[config.mk]
export PLATFORM = sky130hd
export DESIGN_NAME = shift_sequencer
export DESIGN_NICKNAME = d
export VERILOG_FILES = /design/src/rtl/shift_sequencer.sv
export SDC_FILE = /design/constraint.sdc
export NUM_CORES = 1
export LEC_CHECK = 0
export CORE_MARGIN = 5
export CORE_UTILIZATION = 45
export DETAILED_ROUTE_END_ITERATION = 10
export GPL_ROUTABILITY_DRIVEN = 0
export PLACE_DENSITY = 0.72
export SETUP_SLACK_MARGIN = 0.05
export SLEW_MARGIN = 20
export SYNTH_ARGS = -nofsm -noshare
export SYNTH_HDL_FRONTEND = slang
export SYNTH_SLANG_ARGS = --single-unit
[constraint.sdc]
create_clock -name clk -period 2.1 [get_ports clk]
set_clock_uncertainty 0.05 [all_clocks]
set_input_delay 0.42 -clock clk [delete_from_list [all_inputs] [get_ports clk]]
set_output_delay 0.42 -clock clk [all_outputs]
set_load 0.02 [all_outputs]
[src/rtl/shift_sequencer.sv]
// rtl/shift_sequencer.sv - multi-cycle 1-bit-per-cycle shift/rotate sequencer
module shift_sequencer #(
    parameter int WIDTH = 8
) (
    input  logic             clk,
    input  logic             rst_n,
    input  logic             start,
    input  logic [WIDTH-1:0] in_bit,
    input  logic [2:0]       amount,
    input  logic             dir,
    input  logic [1:0]       mode,
    input  logic             carry_in,
    output logic             busy,
    output logic             done,
    output logic [WIDTH-1:0] out_bit,
    output logic             carry_out,
    output logic             zero_out
);

    typedef enum logic [1:0] {
        S_IDLE  = 2'd0,
        S_SHIFT = 2'd1,
        S_DONE  = 2'd2
    } state_t;

    localparam logic [1:0] M_LOG = 2'b00;
    localparam logic [1:0] M_ARI = 2'b01;
    localparam logic [1:0] M_ROT = 2'b10;
    localparam logic [1:0] M_RTC = 2'b11;

    state_t           state_q, state_d;
    logic [2:0]       cnt_q, cnt_d;
    logic [WIDTH-1:0] work_q, work_d;
    logic             wcarry_q, wcarry_d;
    logic             dir_q, dir_d;
    logic [1:0]       mode_q, mode_d;
    logic [WIDTH-1:0] out_q, out_d;
    logic             cout_q, cout_d;
    logic             zero_q, zero_d;

    logic [WIDTH-1:0] step_r;
    logic             step_c;

    // One 1-bit step of the working register; carry always takes the bit shifted out.
    always_comb begin
        step_r = work_q;
        step_c = 1'b0;
        if (dir_q) begin
            step_c = work_q[WIDTH-1];
            case (mode_q)
                M_ROT:   step_r = {work_q[WIDTH-2:0], work_q[WIDTH-1]};
                M_RTC:   step_r = {work_q[WIDTH-2:0], wcarry_q};
                default: step_r = {work_q[WIDTH-2:0], 1'b0};
            endcase
        end else begin
            step_c = work_q[0];
            case (mode_q)
                M_LOG:   step_r = {1'b0, work_q[WIDTH-1:1]};
                M_ARI:   step_r = {work_q[WIDTH-1], work_q[WIDTH-1:1]};
                M_ROT:   step_r = {work_q[0], work_q[WIDTH-1:1]};
                default: step_r = {wcarry_q, work_q[WIDTH-1:1]};
            endcase
        end
    end

    always_comb begin
        state_d  = state_q;
        cnt_d    = cnt_q;
        work_d   = work_q;
        wcarry_d = wcarry_q;
        dir_d    = dir_q;
        mode_d   = mode_q;
        out_d    = out_q;
        cout_d   = cout_q;
        zero_d   = zero_q;
        case (state_q)
            S_IDLE: begin
                if (start) begin
                    work_d   = in_bit;
                    wcarry_d = carry_in;
                    dir_d    = dir;
                    mode_d   = mode;
                    cnt_d    = amount;
                    if (amount == 3'd0) begin
                        state_d = S_DONE;
                        out_d   = in_bit;
                        cout_d  = carry_in;
                        zero_d  = (in_bit == '0);
                    end else begin
                        state_d = S_SHIFT;
                    end
                end
            end
            S_SHIFT: begin
                work_d   = step_r;
                wcarry_d = step_c;
                cnt_d    = cnt_q - 3'd1;
                // Result registers are loaded on the final step so they are valid with done.
                if (cnt_q == 3'd1) begin
                    state_d = S_DONE;
                    out_d   = step_r;
                    cout_d  = step_c;
                    zero_d  = (step_r == '0);
                end
            end
            S_DONE:  state_d = S_IDLE;
            default: state_d = S_IDLE;
        endcase
    end

    always_ff @(posedge clk or negedge rst_n) begin
        if (!rst_n) begin
            state_q  <= S_IDLE;
            cnt_q    <= 3'd0;
            work_q   <= '0;
            wcarry_q <= 1'b0;
            dir_q    <= 1'b0;
            mode_q   <= 2'b00;
            out_q    <= '0;
            cout_q   <= 1'b0;
            zero_q   <= 1'b1;
        end else begin
            state_q  <= state_d;
            cnt_q    <= cnt_d;
            work_q   <= work_d;
            wcarry_q <= wcarry_d;
            dir_q    <= dir_d;
            mode_q   <= mode_d;
            out_q    <= out_d;
            cout_q   <= cout_d;
            zero_q   <= zero_d;
        end
    end

    assign busy      = (state_q != S_IDLE);
    assign done      = (state_q == S_DONE);
    assign out_bit   = out_q;
    assign carry_out = cout_q;
    assign zero_out  = zero_q;

endmodule
== Word level (Yosys, flattened, before mapping) ==
Index checks and enable logic that the tools add are counted.

* Add/sub/neg operators: 1
* Reduce and logical (&&, ||, !) cells: 11
* Multiplexer cells: 26
* Equal/unequal tests: 9

{| class="wikitable"
|+ Operators with widths
! operator !! count
|-
| $mux W8 || 5
|-
| $pmux W8 S2 || 2
|-
| $pmux W8 S3 || 1
|-
| $logic_not A8 Y1 || 2
|-
| $mux W1 || 8
|-
| $pmux W1 S2 || 4
|-
| $eq A2 B2 Y1 const B || 3
|-
| $mux W2 || 3
|-
| $ne A2 B2 Y1 const B || 3
|-
| $pmux W3 S2 || 1
|-
| $reduce_and A2 Y1 || 3
|-
| $eq A2 B1 Y1 const B || 2
|-
| $logic_not A2 Y1 || 2
|-
| $pmux W2 S2 || 1
|-
| $reduce_and A4 Y1 || 1
|-
| $reduce_bool A2 Y1 || 2
|-
| $eq A3 B1 Y1 const B || 1
|-
| $logic_not A3 Y1 || 1
|-
| $mux W3 || 1
|-
| $sub A3 B1 Y3 const B || 1
|}

* Input port bits: 18
* Register bits: 27

== Logic depth before layout (Yosys ltp) ==
Gate-level depths: netlist (run 1).

* Depth in word-level cells: 6
* Depth in mapped cells: 8

== Worst setup path after synthesis (run 1) ==
OpenSTA, ideal clock, no wires.

* Kind: register -> register
* Start: reg state_q[1]
* End: reg out_q[6] (netlist: out_bit[6])
* Setup time: 123 ps
* Data arrival time: 1,315 ps
* Cell stages (with the launch flop): 9
* Required time: 1,927 ps
* Path slack: 612 ps
* Path through: dfrtp_1 buf_6 nand2b_1 buf_2 o2bb2a_4 buf_6 buf_6 nand2_1 o21ai_2

* Cells in the longest elaborated chain, start to end: 3
* Elaborated cells between the ends (all ways): 8
* Those cells by class: eq/ne: 4; mux: 1; reduce/logical: 3

{| class="wikitable"
|+ RTL lines
! element !! line !! text
|-
| from (decl) || 31 || <nowiki>state_t state_q, state_d;</nowiki>
|-
| from (signal assigned) || 123 || <nowiki>state_q <= state_d;</nowiki>
|-
| $eq A2 B1 Y1 or $logic_not A2 Y1 (tied branches) || 76 || <nowiki>case (state_q)</nowiki>
|-
| $ne A2 B2 Y1 (no line) or $reduce_bool A2 Y1 (tied branches) || -- ||
|-
| $reduce_and A4 Y1 (no line) || -- ||
|-
| to (signal assigned) || 129 || <nowiki>out_q <= out_d;</nowiki>
|-
| to (decl) || 37 || <nowiki>logic [WIDTH-1:0] out_q, out_d;</nowiki>
|}

Parallel ways exist; a longest one is shown, timed or not.
A chain may end at the register's enable or synchronous reset.

== Final worst setup path (run 1) ==
* Start: reg zero_q (netlist: zero_out)
* End: out zero_out

{| class="wikitable"
|+ RTL lines
! element !! line !! text
|-
| from (decl) || 39 || <nowiki>logic zero_q, zero_d;</nowiki>
|-
| from (signal assigned) || 131 || <nowiki>zero_q <= zero_d;</nowiki>
|-
| to (decl) || 17 || <nowiki>output logic zero_out</nowiki>
|}

No word-level cell between the ends.

==> metrics, run 1 <==
antenna violations before repair 0; Synth Register Bits 27; slowest CP cell clkdlybuf4s50_1; vias in the first global route 1,128; arrival time worst endpoint 1.48 ns; via count 1,140; status completed; Top-Level Pins 30; Internal 1.51 mW; drt first pass iters 6; Seq pwr share 0.389; Final Setup Violations 0; Max Cap Viol 0; Crit Path Category reg -> out; Die ar. 4420 µm²; final std cells w/o fill 226; Fin Setup TNS 0 ns; Syn-to-layout area delta 25.8%; Worst-Margin Slew 0.592 ns; H-tree level count 1; Synth top area share 0.453; Routed met1 length 1370 µm; top cells by area, synth dfrtp_1 (45%), nand2_1 (5.7%), mux2i_1 (5.6%); cell count after synthesis 152; CP Cell Sequence clkdlybuf4s50_1; global route overflow 0; Max stage delay on crit path 0.60 ns; Max-slew headroom 0.605; DR DRC count 0; leakage power figure 0.778 nW; Post-Synth XOR/XNOR Area 0; CP Capture Type output port; GRT Resource Usage Total 0.147; Post-Syn Area 1440 µm²; TritonCTS clock tree done; Final nets 203; number of buffers created by CTS 3; clock sink total 27; port bufs 29; syn_nets 172; final antenna-violating net count 0; DR WL/cell 13.2 µm; row count 20; Max Fclk 513 MHz; Hold WC Path Type in -> async; post-route minimum period 1.95 ns; largest net degree at the start of global routing 28; sw frac 0.428; largest family of logic cells by synthesized area compound AO/OA/AOI/OAI gates; CP bufs+invs 1; register area share after synthesis 0.471; metal2 WL 1470 µm; post-synthesis adder-cell area fraction 0.0174; area of the multi-input gates 673 µm²; CTS max path bufs 2; Startpoint Class register; post-synthesis cell type count 34; total chip power 2.64 mW; Filler cells 286; cell family with most CP delay buffers and inverters; number of diodes 0; Highest Signal Layer met4; DP HPWL 2280 µm; Reg area 677 µm²; RSZ-0062 raised after global routing no; max-slew violations 0; CTS Root Cell clkbuf_4; fin area 1810 µm²; post-CTS setup buffer count 0; power per cell area 1460 nW/µm²; mux cell area share after synthesis 0.0793; CORE AREA 3050 µm²; CP Data Required Time 1.63 ns; Initial Utilization 0.470; die width 66.5 µm; Fin. Hold Viols 0; placed cell count 222; DP Area 1780 µm²; metal3 WL 124 µm; Skew-Pair Late Insertion Delay 0.32 ns; share of cells above drive strength 1 0.104; worst-path maximum fanout 2; Reg clk slew, reported paths 0.14 ns; Ys Warns 0; Compound-Gate Fraction of Synth Area 0.205; post-synth top area cell dfrtp_1; Synth Area in Simple Gates 0.167; WL final 2980 µm; 1st-iter DRT viols 53; Mapped Avg Cell Area 9.45 µm²; Psw 1.13 mW; vias per cell 5.04; DIE HEIGHT 66.5 µm; final period utilization 0.929; peak supply drop 818 µV; Clk pwr share 0.084; first-pass GRT wire length 4970 µm; Logic pwr share 0.527
==> kinds of logic (layout without fill, tap and decap cells) <==
| kind of cell | after synthesis | count (layout) |
|---|---|---|
| AO/OA/AOI/OAI | 46 | 46 |
| flip-flops | 27 | 27 |
| multiplexers | 11 | 11 |
| AND/OR/NAND/NOR | 50 | 50 |
| adder cells (fa/ha/maj) | 2 | 2 |
| buffers and inverters | 16 | 46 |
==> synthesized netlist by cell type, drive strengths merged <==
cell type	count
nor3b	5
clkbuf	3
o21bai	1
a2111oi	1
o22a	2
dfrtp	26
buf	6
nand2b	2
nor2	13
dfstp	1
nor4	1
o22ai	1
a2bb2oi	1
a31oi	2
nand2	22
mux2i	8
a21oi	13
inv	7
o21ai	21
o221ai	1
o2bb2a	1
or2	1
a221oi	1
and2b	1
a31o	1
ha	2
nor3	3
nor2b	2
mux2	3
==> state kept, by name, indices dropped and copies added (netlist names) <==
signal and count:
carry_out 1, cnt_q 3, dir_q 1, mode_q 2
out_bit 8, state_q 2, wcarry_q 1, work_q 8
zero_out 1
==> layout make-up <==
cell class | instances | area share
inverters | 7 | 0.0145
well taps | 44 | 0.0305
repair buffers | 35 | 0.193
flip-flops and latches | 27 | 0.375
multi-input cells | 109 | 0.373
clock buffers | 4 | 0.0145
==> path summary, 6_finish.rpt <==
kind,cells past startpoint,slack [ns],from,end
hold / removal,2,0.40,rst_n,out_bit[2]
min in group clk,2,0.45,out_bit[6],out_bit[6]
max in group asynchronous,2,1.30,rst_n,zero_out
setup / recovery,1,0.15,zero_out,zero_out
hold reg to reg,2,0.45,out_bit[6],out_bit[6]
setup reg to reg,4,0.45,mode_q[0],out_bit[7]
==> routing by layer <==
| layer | GRT usage | up-vias |
|---|---|---|
| li1 | - | 587 |
| met1 | 0.183 | 533 |
| met2 | 0.244 | 18 |
| met3 | 0.0489 | 2 |
| met4 | 0.0355 | 0 |
| met5 | 0 | - |
==> per-stage QoR <==
step | utilization | hold WS, ns | setup WS, ns
2_1_floorplan | - | 0.0744 | 0.612
3_3_place_gp | 0.583 | 0.417 | 0.166
3_5_place_dp | 0.583 | 0.422 | 0.130
4_1_cts | 0.591 | 0.408 | 0.0687
5_1_grt | 0.592 | 0.419 | 0.0954
6_report | 0.592 | 0.399 | 0.149
==> layout by cell type (no fill, tap or decap), drive strengths merged, types with 2 or more instances in the layout <==
cell type / count
nor2: 13
mux2i: 8
nor3b: 5
ha: 2
nand2b: 2
a21oi: 13
nand2: 22
nor3: 3
clkdlybuf4s50: 27
dfrtp: 26
buf: 6
nor2b: 2
mux2: 3
a31oi: 2
o21ai: 21
clkbuf: 4
inv: 7
o22a: 2
==> power groups by stage <==
stage | registers [mW] | clock network, mW | logic, mW
floorplan | 1.05 | 0 | 0.920
global placement | 1.02 | 0 | 1.38
detailed placement | 1.04 | 0 | 1.41
CTS | 1.03 | 0.231 | 1.41
global route | 1.07 | 0.251 | 1.56
finish | 1.03 | 0.221 | 1.39
==> what timing repair did <==
action                                  4_1_cts  5_1_grt
pin swaps                                     0        0
hold buffers                                  0        0
cloned                                        0        0
endpoints found under the setup margin        1        1
resized for setup                             1        1
No activity file was read; power rests on OpenSTA's default activity.
==> run 2: changes to the inputs <==
--- a/config.mk
+++ b/config.mk
@@ -5,6 +5,7 @@
 export SDC_FILE = /design/constraint.sdc
 export NUM_CORES = 1
 export LEC_CHECK = 0
+export CAP_MARGIN = 5
 export CORE_MARGIN = 5
 export CORE_UTILIZATION = 45
 export DETAILED_ROUTE_END_ITERATION = 10
==> results of run 2 <==
The final DEF is identical to that of run 1; final timing and power are the same.
==> run 3: changes to the inputs <==
--- a/config.mk
+++ b/config.mk
@@ -6,11 +6,11 @@
 export NUM_CORES = 1
 export LEC_CHECK = 0
 export CAP_MARGIN = 5
-export CORE_MARGIN = 5
 export CORE_UTILIZATION = 45
 export DETAILED_ROUTE_END_ITERATION = 10
 export GPL_ROUTABILITY_DRIVEN = 0
 export PLACE_DENSITY = 0.72
+export RECOVER_POWER = 100
 export SETUP_SLACK_MARGIN = 0.05
 export SLEW_MARGIN = 20
 export SYNTH_ARGS = -nofsm -noshare
==> run 3 against run 2 <==
Compared with the run above: first-iteration DRC count decreased by 9.4%; global-route usage increased by 4.8 points; cell count increased by 0.44%; largest cell class unchanged; highest routed layer unchanged.
==> metrics, run 3 (synthesized netlist as in run 1, its figures left out) <==
status completed; Final nets 204; Reg clk slew, reported paths 0.14 ns; largest net degree at the start of global routing 28; post-cts gate resize count 1; Reg area 677 µm²; commonest non-fill, non-tap cell in the layout dfrtp_1; CTS max path bufs 2; TritonCTS clock tree done; final period utilization 0.926; Filler cells 292; Worst-Margin Slew 0.798 ns; DR WL/cell 13.8 µm; Crit Path Category reg -> out; post-route minimum period 1.94 ns; 1st-iter DRT viols 48; Syn-to-layout area delta 23.2%; Startpoint Class register; share of cells above drive strength 1 0.0874; drt first pass iters 4; CORE AREA 3030 µm²; via count 1,189; number of diodes 0; CP Capture Type output port; Top-Level Pins 30; area of the multi-input gates 658 µm²; CP Data Required Time 1.63 ns; post-CTS setup buffer count 0; antenna violations before repair 0; leakage power figure 0.764 nW; Fin. Hold Viols 0; die width 58.5 µm; max-slew violations 0; Initial Utilization 0.474; Fin Setup TNS 0 ns; arrival time worst endpoint 1.47 ns; power per cell area 1440 nW/µm²; worst-path maximum fanout 3; Final Setup Violations 0; peak supply drop 564 µV; RSZ-0062 raised after global routing no; Util after Layout 0.584; DR DRC count 0; GRT Resource Usage Total 0.195; first-pass GRT wire length 5100 µm; # hold bufs at CTS 0; vias in the first global route 1,148; most frequent cells in the layout dfrtp_1 (26), nand2_1 (22), o21ai_0 (21), clkdlybuf4s50_1 (17); final antenna-violating net count 0; clock sink total 27; vias per cell 5.24; WL final 3130 µm; DIE HEIGHT 58.5 µm; H-tree level count 1; global route overflow 0; Skew-Pair Late Insertion Delay 0.32 ns; CTS Root Cell clkbuf_4; Hold WC Path Type reg -> reg; number of buffers created by CTS 3; Die ar. 3420 µm²; row count 20; Max Fclk 514 MHz; port bufs 29; Max Cap Viol 0; DP HPWL 2390 µm; Max-slew headroom 0.468
[run 3: where the power goes]
group / switching, mW / total (mW) / internal (mW)
clock: 0.148 / 0.222 / 0.0743
sequential: 0.248 / 1.02 / 0.769
combinational: 0.729 / 1.31 / 0.586
total: 1.12 / 2.55 / 1.43
[run 3: stage by stage]
step	area, µm²	cells	power (mW)	hold slack (ns)	setup slack [ns]
after global placement	1770	223	2.38	0.417	0.234
final	1770	227	2.55	0.447	0.156
after global routing	1770	227	2.76	0.484	0.0989
after detailed placement	1770	223	2.45	0.425	0.188
after floorplan	1440	152	1.97	0.0744	0.612
after CTS	1800	227	2.67	0.397	0.137
[run 3: worst max-delay path, stage by stage, from the launching register on]
cell and delay (ns):
dfrtp_1 0.41, nor2b_1 0.12, clkdlybuf4s50_1 0.62
[run 3: area by class of cell]
cell class,instances,share of cell area
clock buffer,4,0.0149
inverter,7,0.0149
multi-input combinational,109,0.372
sequential,27,0.383
tap,44,0.0311
timing repair buffer,36,0.185
[run 3: final timing paths]
path	slack [ns]	start	endpoint	cells after the start
max reg2reg	0.24	state_q[0]	cnt_q[2]	5
max	0.16	state_q[0]	done	2
min	0.45	out_bit[1]	out_bit[1]	2
max in group asynchronous	1.00	rst_n	state_q[0]	2
min reg2reg	0.45	out_bit[1]	out_bit[1]	2
min in group asynchronous	0.58	rst_n	out_bit[3]	2
[run 3: routing by layer]
metal  up-vias  wire length (µm)  GRT usage
li1        588                 -          -
met1       582              1460      0.252
met2        17              1590      0.348
met3         2                65     0.0220
met4         0                16     0.0510
met5         -                 0          0
